$ cat src/rtl/lvds_pkg.sv
// rtl/lvds_pkg.sv - shared types and constants for the LVDS alignment controller
package lvds_pkg;

    localparam int NUM_LANES = 8;
    localparam int SAMPLE_W  = 14;
    localparam logic [SAMPLE_W-1:0] EXP_PATTERN_DEF = 14'h2A5C;

    // Lane slot order inside lane_data, A0 in the least significant sample
    typedef enum logic [2:0] {
        LANE_A0, LANE_A1, LANE_A2, LANE_A3,
        LANE_B0, LANE_B1, LANE_B2, LANE_B3
    } lane_e;

    typedef enum logic [3:0] {
        ST_IDLE, ST_WAIT_LOCK, ST_SETTLE, ST_CHECK, ST_EVAL,
        ST_STEP, ST_DECIDE, ST_DONE, ST_FAIL
    } state_e;

endpackage

$ cat src/rtl/lvds_lane_checker.sv
// rtl/lvds_lane_checker.sv - per-lane pattern comparators and match-run counter
module lvds_lane_checker
    import lvds_pkg::*;
#(
    parameter logic [SAMPLE_W-1:0] EXP_PATTERN = EXP_PATTERN_DEF,
    parameter int                  CHECK_LEN   = 256
) (
    input  logic                          clk,
    input  logic                          rstn,
    input  logic                          enable,
    input  logic [NUM_LANES*SAMPLE_W-1:0] lane_data,
    output logic                          pass,
    output logic                          fail,
    output logic [NUM_LANES-1:0]          mismatch
);

    localparam int CW = $clog2(CHECK_LEN + 1);

    logic [CW-1:0] run_cnt;

    always_comb begin
        mismatch = '0;
        for (int i = 0; i < NUM_LANES; i++) begin
            mismatch[i] = (lane_data[i*SAMPLE_W +: SAMPLE_W] != EXP_PATTERN);
        end
    end

    assign fail = enable && (|mismatch);
    assign pass = enable && !(|mismatch) && (run_cnt == CW'(CHECK_LEN - 1));

    always_ff @(posedge clk or negedge rstn) begin
        if (!rstn) begin
            run_cnt <= '0;
        end else if (!enable || (|mismatch) || pass) begin
            run_cnt <= '0;
        end else begin
            run_cnt <= run_cnt + 1'b1;
        end
    end

endmodule

$ cat src/rtl/lvds_align_ctrl.sv
// rtl/lvds_align_ctrl.sv - PLL phase sweep, widest passing window search and centre parking
module lvds_align_ctrl
    import lvds_pkg::*;
#(
    parameter logic [SAMPLE_W-1:0] EXP_PATTERN   = EXP_PATTERN_DEF,
    parameter int                  NUM_STEPS     = 32,
    parameter int                  SETTLE_CYCLES = 64,
    parameter int                  CHECK_LEN     = 256,
    parameter int                  STEP_TIMEOUT  = 1024,
    parameter int                  MIN_WINDOW    = 4
) (
    input  logic                          LVDS_PARALLEL_CLK,
    input  logic                          rstn,
    input  logic                          start,
    input  logic                          pll_locked,
    input  logic [NUM_LANES*SAMPLE_W-1:0] lane_data,
    output logic                          phase_en,
    output logic                          phase_updn,
    input  logic                          phase_done,
    output logic                          busy,
    output logic                          aligned,
    output logic                          fail,
    output logic [4:0]                    best_start,
    output logic [5:0]                    best_len,
    output logic [NUM_LANES-1:0]          err_lanes
);

    localparam int         SCW       = $clog2(SETTLE_CYCLES);
    localparam int         TOW       = $clog2(STEP_TIMEOUT);
    localparam logic [4:0] LAST_STEP = 5'(NUM_STEPS - 1);

    state_e               state, state_nxt;
    logic [4:0]           step_idx, run_start, cur_start;
    logic [5:0]           run_len, cur_len, park_left, target;
    logic [SCW-1:0]       settle_cnt;
    logic [TOW-1:0]       step_timer;
    logic                 park, req_off, last_pass, lock_lost, win_close;
    logic                 chk_pass, chk_fail;
    logic [NUM_LANES-1:0] chk_mismatch;

    lvds_lane_checker #(
        .EXP_PATTERN (EXP_PATTERN),
        .CHECK_LEN   (CHECK_LEN)
    ) u_checker (
        .clk       (LVDS_PARALLEL_CLK),
        .rstn      (rstn),
        .enable    (state == ST_CHECK),
        .lane_data (lane_data),
        .pass      (chk_pass),
        .fail      (chk_fail),
        .mismatch  (chk_mismatch)
    );

    assign lock_lost = !pll_locked &&
                       (state inside {ST_SETTLE, ST_CHECK, ST_EVAL, ST_STEP, ST_DECIDE});
    // Windows never wrap past index 0, so the centre fits without modulo
    assign target    = {1'b0, best_start} + {1'b0, best_len[5:1]};
    assign cur_len   = last_pass ? run_len + 6'd1 : run_len;
    assign cur_start = (last_pass && run_len == 6'd0) ? step_idx : run_start;
    assign win_close = !last_pass || (step_idx == LAST_STEP);

    always_ff @(posedge LVDS_PARALLEL_CLK or negedge rstn) begin
        if (!rstn) state <= ST_IDLE;
        else       state <= state_nxt;
    end

    always_comb begin
        state_nxt = state;
        case (state)
            ST_IDLE:      if (start) state_nxt = ST_WAIT_LOCK;
            ST_WAIT_LOCK: if (pll_locked) state_nxt = ST_SETTLE;
            ST_SETTLE:    if (settle_cnt == SCW'(SETTLE_CYCLES - 1)) state_nxt = ST_CHECK;
            ST_CHECK:     if (chk_pass || chk_fail) state_nxt = ST_EVAL;
            ST_EVAL:      state_nxt = ST_STEP;
            ST_STEP: begin
                if (phase_done) begin
                    if (park) begin
                        if (park_left == 6'd1) state_nxt = ST_DONE;
                    end else if (step_idx == LAST_STEP) begin
                        state_nxt = ST_DECIDE;
                    end else begin
                        state_nxt = ST_SETTLE;
                    end
                end else if (phase_en && step_timer == TOW'(STEP_TIMEOUT - 1)) begin
                    state_nxt = ST_FAIL;
                end
            end
            ST_DECIDE: begin
                if (best_len < 6'(MIN_WINDOW)) state_nxt = ST_FAIL;
                else if (target == 6'd0)       state_nxt = ST_DONE;
                else                           state_nxt = ST_STEP;
            end
            default:      state_nxt = ST_IDLE;
        endcase
        if (lock_lost) state_nxt = ST_WAIT_LOCK;
    end

    always_comb begin
        phase_en   = (state == ST_STEP) && !req_off;
        phase_updn = 1'b1;
        busy       = !(state inside {ST_IDLE, ST_DONE, ST_FAIL});
    end

    always_ff @(posedge LVDS_PARALLEL_CLK or negedge rstn) begin
        if (!rstn) begin
            step_idx   <= '0;
            run_start  <= '0;
            run_len    <= '0;
            park_left  <= '0;
            settle_cnt <= '0;
            step_timer <= '0;
            park       <= 1'b0;
            req_off    <= 1'b0;
            last_pass  <= 1'b0;
            aligned    <= 1'b0;
            fail       <= 1'b0;
            best_start <= '0;
            best_len   <= '0;
            err_lanes  <= '0;
        end else begin
            req_off    <= 1'b0;
            settle_cnt <= (state == ST_SETTLE) ? settle_cnt + 1'b1 : '0;
            step_timer <= (state == ST_STEP && phase_en && !phase_done) ? step_timer + 1'b1 : '0;
            case (state)
                ST_IDLE: if (start) begin
                    aligned    <= 1'b0;
                    fail       <= 1'b0;
                    best_start <= '0;
                    best_len   <= '0;
                    err_lanes  <= '0;
                    run_start  <= '0;
                    run_len    <= '0;
                    step_idx   <= '0;
                    park       <= 1'b0;
                end
                ST_CHECK: begin
                    if (chk_fail) begin
                        err_lanes <= err_lanes | chk_mismatch;
                        last_pass <= 1'b0;
                    end else if (chk_pass) begin
                        last_pass <= 1'b1;
                    end
                end
                ST_EVAL: begin
                    run_start <= cur_start;
                    run_len   <= last_pass ? cur_len : 6'd0;
                    if (win_close && cur_len > best_len) begin
                        best_start <= cur_start;
                        best_len   <= cur_len;
                    end
                end
                ST_STEP: if (phase_done) begin
                    step_idx <= (step_idx == LAST_STEP) ? 5'd0 : step_idx + 5'd1;
                    req_off  <= 1'b1;
                    if (park) park_left <= park_left - 6'd1;
                end
                ST_DECIDE: begin
                    park      <= 1'b1;
                    park_left <= target;
                end
                ST_DONE: aligned <= 1'b1;
                ST_FAIL: fail    <= 1'b1;
                default: ;
            endcase
            if (lock_lost) begin
                step_idx   <= '0;
                run_start  <= '0;
                run_len    <= '0;
                best_start <= '0;
                best_len   <= '0;
                err_lanes  <= '0;
                park       <= 1'b0;
                park_left  <= '0;
                last_pass  <= 1'b0;
            end
        end
    end

endmodule
$ cat config.mk
export PLATFORM = sky130hd
export DESIGN_NAME = lvds_align_ctrl
export DESIGN_NICKNAME = d
export VERILOG_FILES = /design/src/rtl/lvds_pkg.sv /design/src/rtl/lvds_lane_checker.sv /design/src/rtl/lvds_align_ctrl.sv
export SDC_FILE = /design/constraint.sdc
export NUM_CORES = 1
export LEC_CHECK = 0
export CORE_MARGIN = 2
export CORE_UTILIZATION = 35
export CTS_CLUSTER_DIAMETER = 80
export DETAILED_ROUTE_END_ITERATION = 10
export PLACE_DENSITY = 0.63
export SYNTH_ARGS = -nofsm -noshare
export SYNTH_HDL_FRONTEND = slang
export SYNTH_HIERARCHICAL = 1
export SYNTH_SLANG_ARGS = --single-unit
$ cat constraint.sdc
create_clock -name LVDS_PARALLEL_CLK -period 2.85 [get_ports LVDS_PARALLEL_CLK]
set_input_delay 0.7125 -clock LVDS_PARALLEL_CLK [delete_from_list [all_inputs] [get_ports LVDS_PARALLEL_CLK]]
set_output_delay 0.7125 -clock LVDS_PARALLEL_CLK [all_outputs]
set_load 0.01 [all_outputs]
==> reports/summary.txt <==
Status: finished, final reports clean
Fin util: 52.9%
Die extent in y: 122 um
Slowest cell on crit path: clkdlybuf4s50_1
Final Setup Violations: 0
Die Wd: 122 um
Distinct cells, synth: 81
Vias in the first global route: 4386
Relative slew slack: 35.7%
Die ar.: 14800 um2
Layout area overhead: 46.0%
WP data arrival: 2.97 ns
Setup crit end kind: flip-flop
Initial core utilization: 36.2%
Final period util: 97.6%
Area leader, netlist: dfrtp_1
PortBufs: 139
Yosys reg bits: 75
Max FO, Critical Path: 8
Mapped Cells: 509
Avg Cell Area, Syn: 9.50 um2
Hold crit path type: reg2reg
Drt drc: 0
CTS Buf Count: 9
H-tree Lvls: 3
Final Cell Area: 7060 um2
1st-iter DRT viols: 297
Final setup TNS: 0 ns
Type of origin of the critical path: input pin
Fin crit period: 2.78 ns
Layout net count: 811
# fillers: 1223
VDD IR max: 549 uV
Row cnt: 42
Leakage: 2.93 nW
Core Area: 13300 um2
Cell Pwr Density: 593 nW/um2
Slew Viols, Final: 0
Ports: 141
Sequential area share after synthesis: 38.8%
Area contributors post-synth: dfrtp_1 (39%), ha_1 (5.7%), nor2_1 (3.7%)
Drt first pass iters: 4
Share of cells above drive strength 1: 14.9%
N_diodes: 0
CTS clock-pin slew for the worst setup and hold paths: 0.06 ns
Routed len/inst: 16.9 um
Asr flop ratio synth: 100%
Post-synth top flop: dfrtp_1
Fmax: 360 MHz
Hold_ws: 0.474 ns
GPL Wtd Cong: 0.889
Routed vias: 4467
Largest net degree at the start of global routing: 76
Initial antenna violation count: 0
Min setup slack post-route: 0.0684 ns
GRT overflow: 0
WS Path Type: in2reg
Gr usage total: 20.2%
Clock skew: 0.0110 ns
Routed Antenna Nets: 0
Clock Latency Late Sink: 0.34 ns
Post-DP HPWL: 11200 um
Area of the mapped netlist: 4840 um2
Critical-path cell list: clkdlybuf4s50_1, nor4bb_1, and4_1, nand4_1, o41a_1, and3_4, a21oi_4, o21ai_4, a21oi_2, nor2_1
MaxCap Viol Count: 0
Clock root cell: clkbuf_16
Post-synth EDFFs: 0
CTS max path bufs: 2
Clk sinks: 75
Syn nets: 649
Routed WL: 14400 um
CP peak stage delay: 0.45 ns
Actual slew at the worst max-slew pin: 0.965 ns
First-pass GRT wire length: 23300 um
Final Hold Viols: 0
Pre-CTS setup slack: -0.573 ns
Yosys top cell area share: 38.8%
CTS tree: done
Via/cell ratio: 5.24
Critical Path RT: 3.04 ns
Synth warn: 6
DP Area: 6550 um2
## sequential cells by signal (all words and copies together), names as in the netlist
signal,count
step_timer,10
u_checker/run_cnt,9
err_lanes,8
best_len,6
park_left,6
run_len,6
settle_cnt,6
best_start,5
run_start,5
step_idx,5
state,4
aligned,1
fail,1
last_pass,1
park,1
req_off,1
## path summary, 6_finish.rpt
check / startpoint / endpoint / slack (ns) / cells after the start
worst min register to register: step_timer[0] / step_timer[0] / 0.47 / 1
max in group asynchronous: rstn / u_checker/run_cnt[6] / 1.71 / 1
worst max register to register: run_len[2] / best_start[4] / 0.25 / 9
worst max-delay path: lane_data[69] / err_lanes[5] / 0.07 / 10
worst min-delay path: step_timer[0] / step_timer[0] / 0.47 / 1
min in group asynchronous: rstn / step_timer[1] / 0.54 / 1
## through the flow
stage	total power, mW	cells
final	4.19	852
after global routing	4.44	852
after CTS	4.17	851
after detailed placement	2.85	833
after global placement	2.82	833
after floorplan	2.23	509
## synth_stat cells, types with 8 or more instances
cell type and n:
xor2_1 15, and3_1 12, nand4_1 10, nor2_1 48, o21ai_0 9, nand2_1 43, dfrtp_1 75, o221ai_1 9
xnor2_1 14, a21oi_1 29, clkbuf_1 8, nand3_1 19, ha_1 22, nor3_1 13, inv_1 31, nor4bb_1 12
## where the power goes
| part | leakage, nW | switching, mW | internal [mW] |
|---|---|---|---|
| registers | 1.02 | 0.147 | 1.21 |
| clock network | 0.152 | 0.470 | 0.772 |
| logic | 1.76 | 0.824 | 0.765 |
| total | 2.93 | 1.44 | 2.75 |
## placed cells by master, fill, tap and decap left out, types with 12 or more instances in the layout
master and instances:
buf_4 31, nand2_1 41, xor2_1 15, nor2_1 47, a21oi_1 20, xnor2_1 14
dfrtp_1 75, ha_1 22, inv_1 30, nor3_1 12, clkdlybuf4s50_1 131, nand3_1 18
## critical path, delay by kind of cell
kind / cells / cell delay, ns
and+or+nand+nor: 5 / 0.99
AOI/OAI and AO/OA: 4 / 0.83
buffers and inverters: 1 / 0.45
## cells by family (layout without fill, tap and decap cells)
family,after synthesis,count (layout),share of synthesized area (%)
buffers and inverters,50,217,4.53
xor gates and xnor gates,29,29,5.25
DFF,75,75,38.8
adders and majority gates,23,23,6.11
and+or+nand+nor,226,226,29.2
other,1,1,0.0775
muxes,6,6,1.24
AOI/OAI and AO/OA,99,99,14.7
## repair_timing
item / in CTS / in global routing
buffers inserted: 2 / 1
setup endpoints to repair: 12 / 12
endpoints found under the hold margin: 0 / 0
hold buffers: 0 / 0
pin swaps: 12 / 22
resized for setup: 15 / 29
## final cells by class
cell class,count,area [um2],area share [%]
clock buffers,9,225,3.19
flip-flops and latches,75,1880,26.6
well taps,176,220,3.12
multi-input cells,384,2900,41.0
inverters,32,120,1.70
repair buffers,169,1620,22.9
clock inverters,7,101,1.44
## layer usage
| metal | vias up | share of wire (%) | GRT usage [%] |
|---|---|---|---|
| met5 | - | 0 | 0 |
| met4 | 0 | 1.5 | 5.39 |
| met3 | 20 | 3.0 | 3.93 |
| met2 | 75 | 47 | 31.7 |
| met1 | 2186 | 48 | 28.7 |
| li1 | 2186 | - | - |
Power figures use the tool's default switching activity.
==> variant: new RTL, same flow settings <==
`SAMPLE_W`: 14 -> 16.
--- a/src/rtl/lvds_pkg.sv
+++ b/src/rtl/lvds_pkg.sv
@@ -3,5 +3,5 @@
 
     localparam int NUM_LANES = 8;
-    localparam int SAMPLE_W  = 14;
+    localparam int SAMPLE_W  = 16;
     localparam logic [SAMPLE_W-1:0] EXP_PATTERN_DEF = 14'h2A5C;
 
Ports: changed (resized lane_data); port bits go from 141 to 157. The function was not compared with the original's and may differ.
==> variant against the original RTL <==
Via count rose by 3.5%; area after synthesis grew 0.60%; total power fell by 1.3%; highest routed layer unchanged; global-route usage fell by 1.1 points; die area is 0.58% higher; sequential cell count stayed put; final area is 9.5% higher; critical endpoint unchanged; first-iteration DRC count decreased by 27%; maximum frequency is 0.38% lower; wire length is 2.5% higher; worst setup slack got worse by 11 ps.
==> variant: results (changes against the original RTL) <==
stage,metric,value,unit,change
drt,dr_total_vias,4625,,was 4467
place,place_inst,843,,was 833
clock_tree,insertion_delay,320,ps,was 340 ps
synthesis,synth_compound_area_frac,0.146,,was 0.147
setup_path,crit_slowest_cell,or4_4,,was clkdlybuf4s50_1
cells_and_area,nNonClkBuffers,209,,was 169
global_route,use_met1,0.234,,was 0.287
synthesis,synth_area_per_cell,9.73,µm²,was 9.50 µm²
drt,wl,14.8,mm,was 14.4 mm
cells_and_area,n_clock_buffer,11,,was 9
place,numPortBuffers,155,,was 139
power,peakVddDrop,0.373,mV,was 0.549 mV
cells_and_area,comb.multi_input.count,379,,was 384
synthesis,synth.area.mux_share,0.0123,,was 0.0124
die,die_w,122,µm,about the same
place,gp_congestion,0.886,,was 0.889
synthesis,synth_seq_area_share,0.386,,was 0.388
cells_and_area,fin_nets,855,,was 811
synthesis,synthXorXnorAreaFrac,0.0522,,was 0.0525
synthesis,synthAdderAreaFrac,0.0607,,was 0.0611
status,status,finished clean,,unchanged
global_route,grt_first_pass_wirelength,22.8,mm,was 23.3 mm
place,dp_slack,-672,ps,was -573 ps
sta,worst_pin_slew,942,ps,was 965 ps
setup_path,cpPeakStageDelay,590,ps,was 450 ps
drt,routed-wl-met2,7.74,mm,was 6.81 mm
drt,routedWlPerCell,16.7,µm,was 16.9 µm
place,dp_hpwl,10.7,mm,was 11.2 mm
cells_and_area,multi_input_area_share,0.414,,was 0.410
global_route,use_met3,0.0318,,was 0.0393
global_route,use_met2,0.347,,was 0.317
cells_and_area,buf_share,0.264,,was 0.229
cells_and_area,drive_gt1_frac,0.198,,was 0.149
synthesis,synth_cell_types,73,,was 81
drt,wl_met3,919,µm,was 426 µm
sta,fin_skew,10.8,ps,was 11.0 ps
global_route,track_usage,0.192,,was 0.202
cells_and_area,fillers,1158,,was 1223
global_route,grt_pass1_vias,4707,,was 4386
synthesis,synth.top_cells.by_count,"75 x dfrtp_1, 43 x nand2_1, 42 x nor2_1",,"was 75 x dfrtp_1, 48 x nor2_1, 43 x nand2_1"
place,placedInstanceArea,6730,µm²,was 6550 µm²
synthesis,ys_top_cells_by_area,"dfrtp_1 39%, ha_1 5.7%, nor4bb_1 4.3%, nand2_1 3.3%, nor2_1 3.2%",,"was dfrtp_1 39%, ha_1 5.7%, nor2_1 3.7%, nand2_1 3.3%, a21oi_1 3.0%"
synthesis,syn-num-nets,656,,was 649
cells_and_area,inv_count,25,,was 32
cells_and_area,area_delta_synth_final,59.0,%,was 46.0%
[variant: cell count changes after synthesis, sizes merged, moves of 6 or more]
| cell | before | now |
|---|---|---|
| nor3 | 15 | 8 |
| and4 | 7 | 0 |
| nor2 | 49 | 43 |
| nor4 | 5 | 11 |
| inv | 32 | 25 |
| and4b | 6 | 0 |
| nor4bb | 12 | 21 |
| nor4b | 3 | 10 |
[variant: final timing paths]
path / start / end / slack [ps] / cells after the start
min reg2reg: settle_cnt[0] / settle_cnt[0] / 490 / 1
min in group asynchronous: rstn / run_len[4] / 520 / 1
max in group asynchronous: rstn / park_left[1] / 1690 / 1
min: settle_cnt[0] / settle_cnt[0] / 490 / 1
max reg2reg: last_pass / best_start[4] / 390 / 8
max: lane_data[94] / err_lanes[5] / 60 / 10
[variant: power breakdown]
group / internal, µW / total [µW] / switching (µW)
logic: 777 / 1640 / 858
clock network: 697 / 1110 / 416
registers: 1210 / 1390 / 178
[variant: worst reg2reg max path: stages (launching register included)]
cell and delay (ps):
dfrtp_1 450, nand4_1 220, nor2_1 170, xor2_1 110, ha_1 310, nand4_1 130
o221ai_1 390, and2_2 380, o221ai_1 180
[variant: kinds of logic after synthesis]
kind of cell / count (synthesis)
muxes: 6
DFF: 75
AOI/OAI and AO/OA: 99
buffers and inverters: 46
adders and majority gates: 23
other: 1
xor gates and xnor gates: 29
and+or+nand+nor: 221
[variant: repair_timing]
item | CTS | global route
setup buffers | 24 | 3
pin swaps | 34 | 50
setup endpoints to repair | 12 | 17
gates cloned | 0 | 0
endpoints found under the hold margin | 0 | 0
resized for setup | 105 | 100
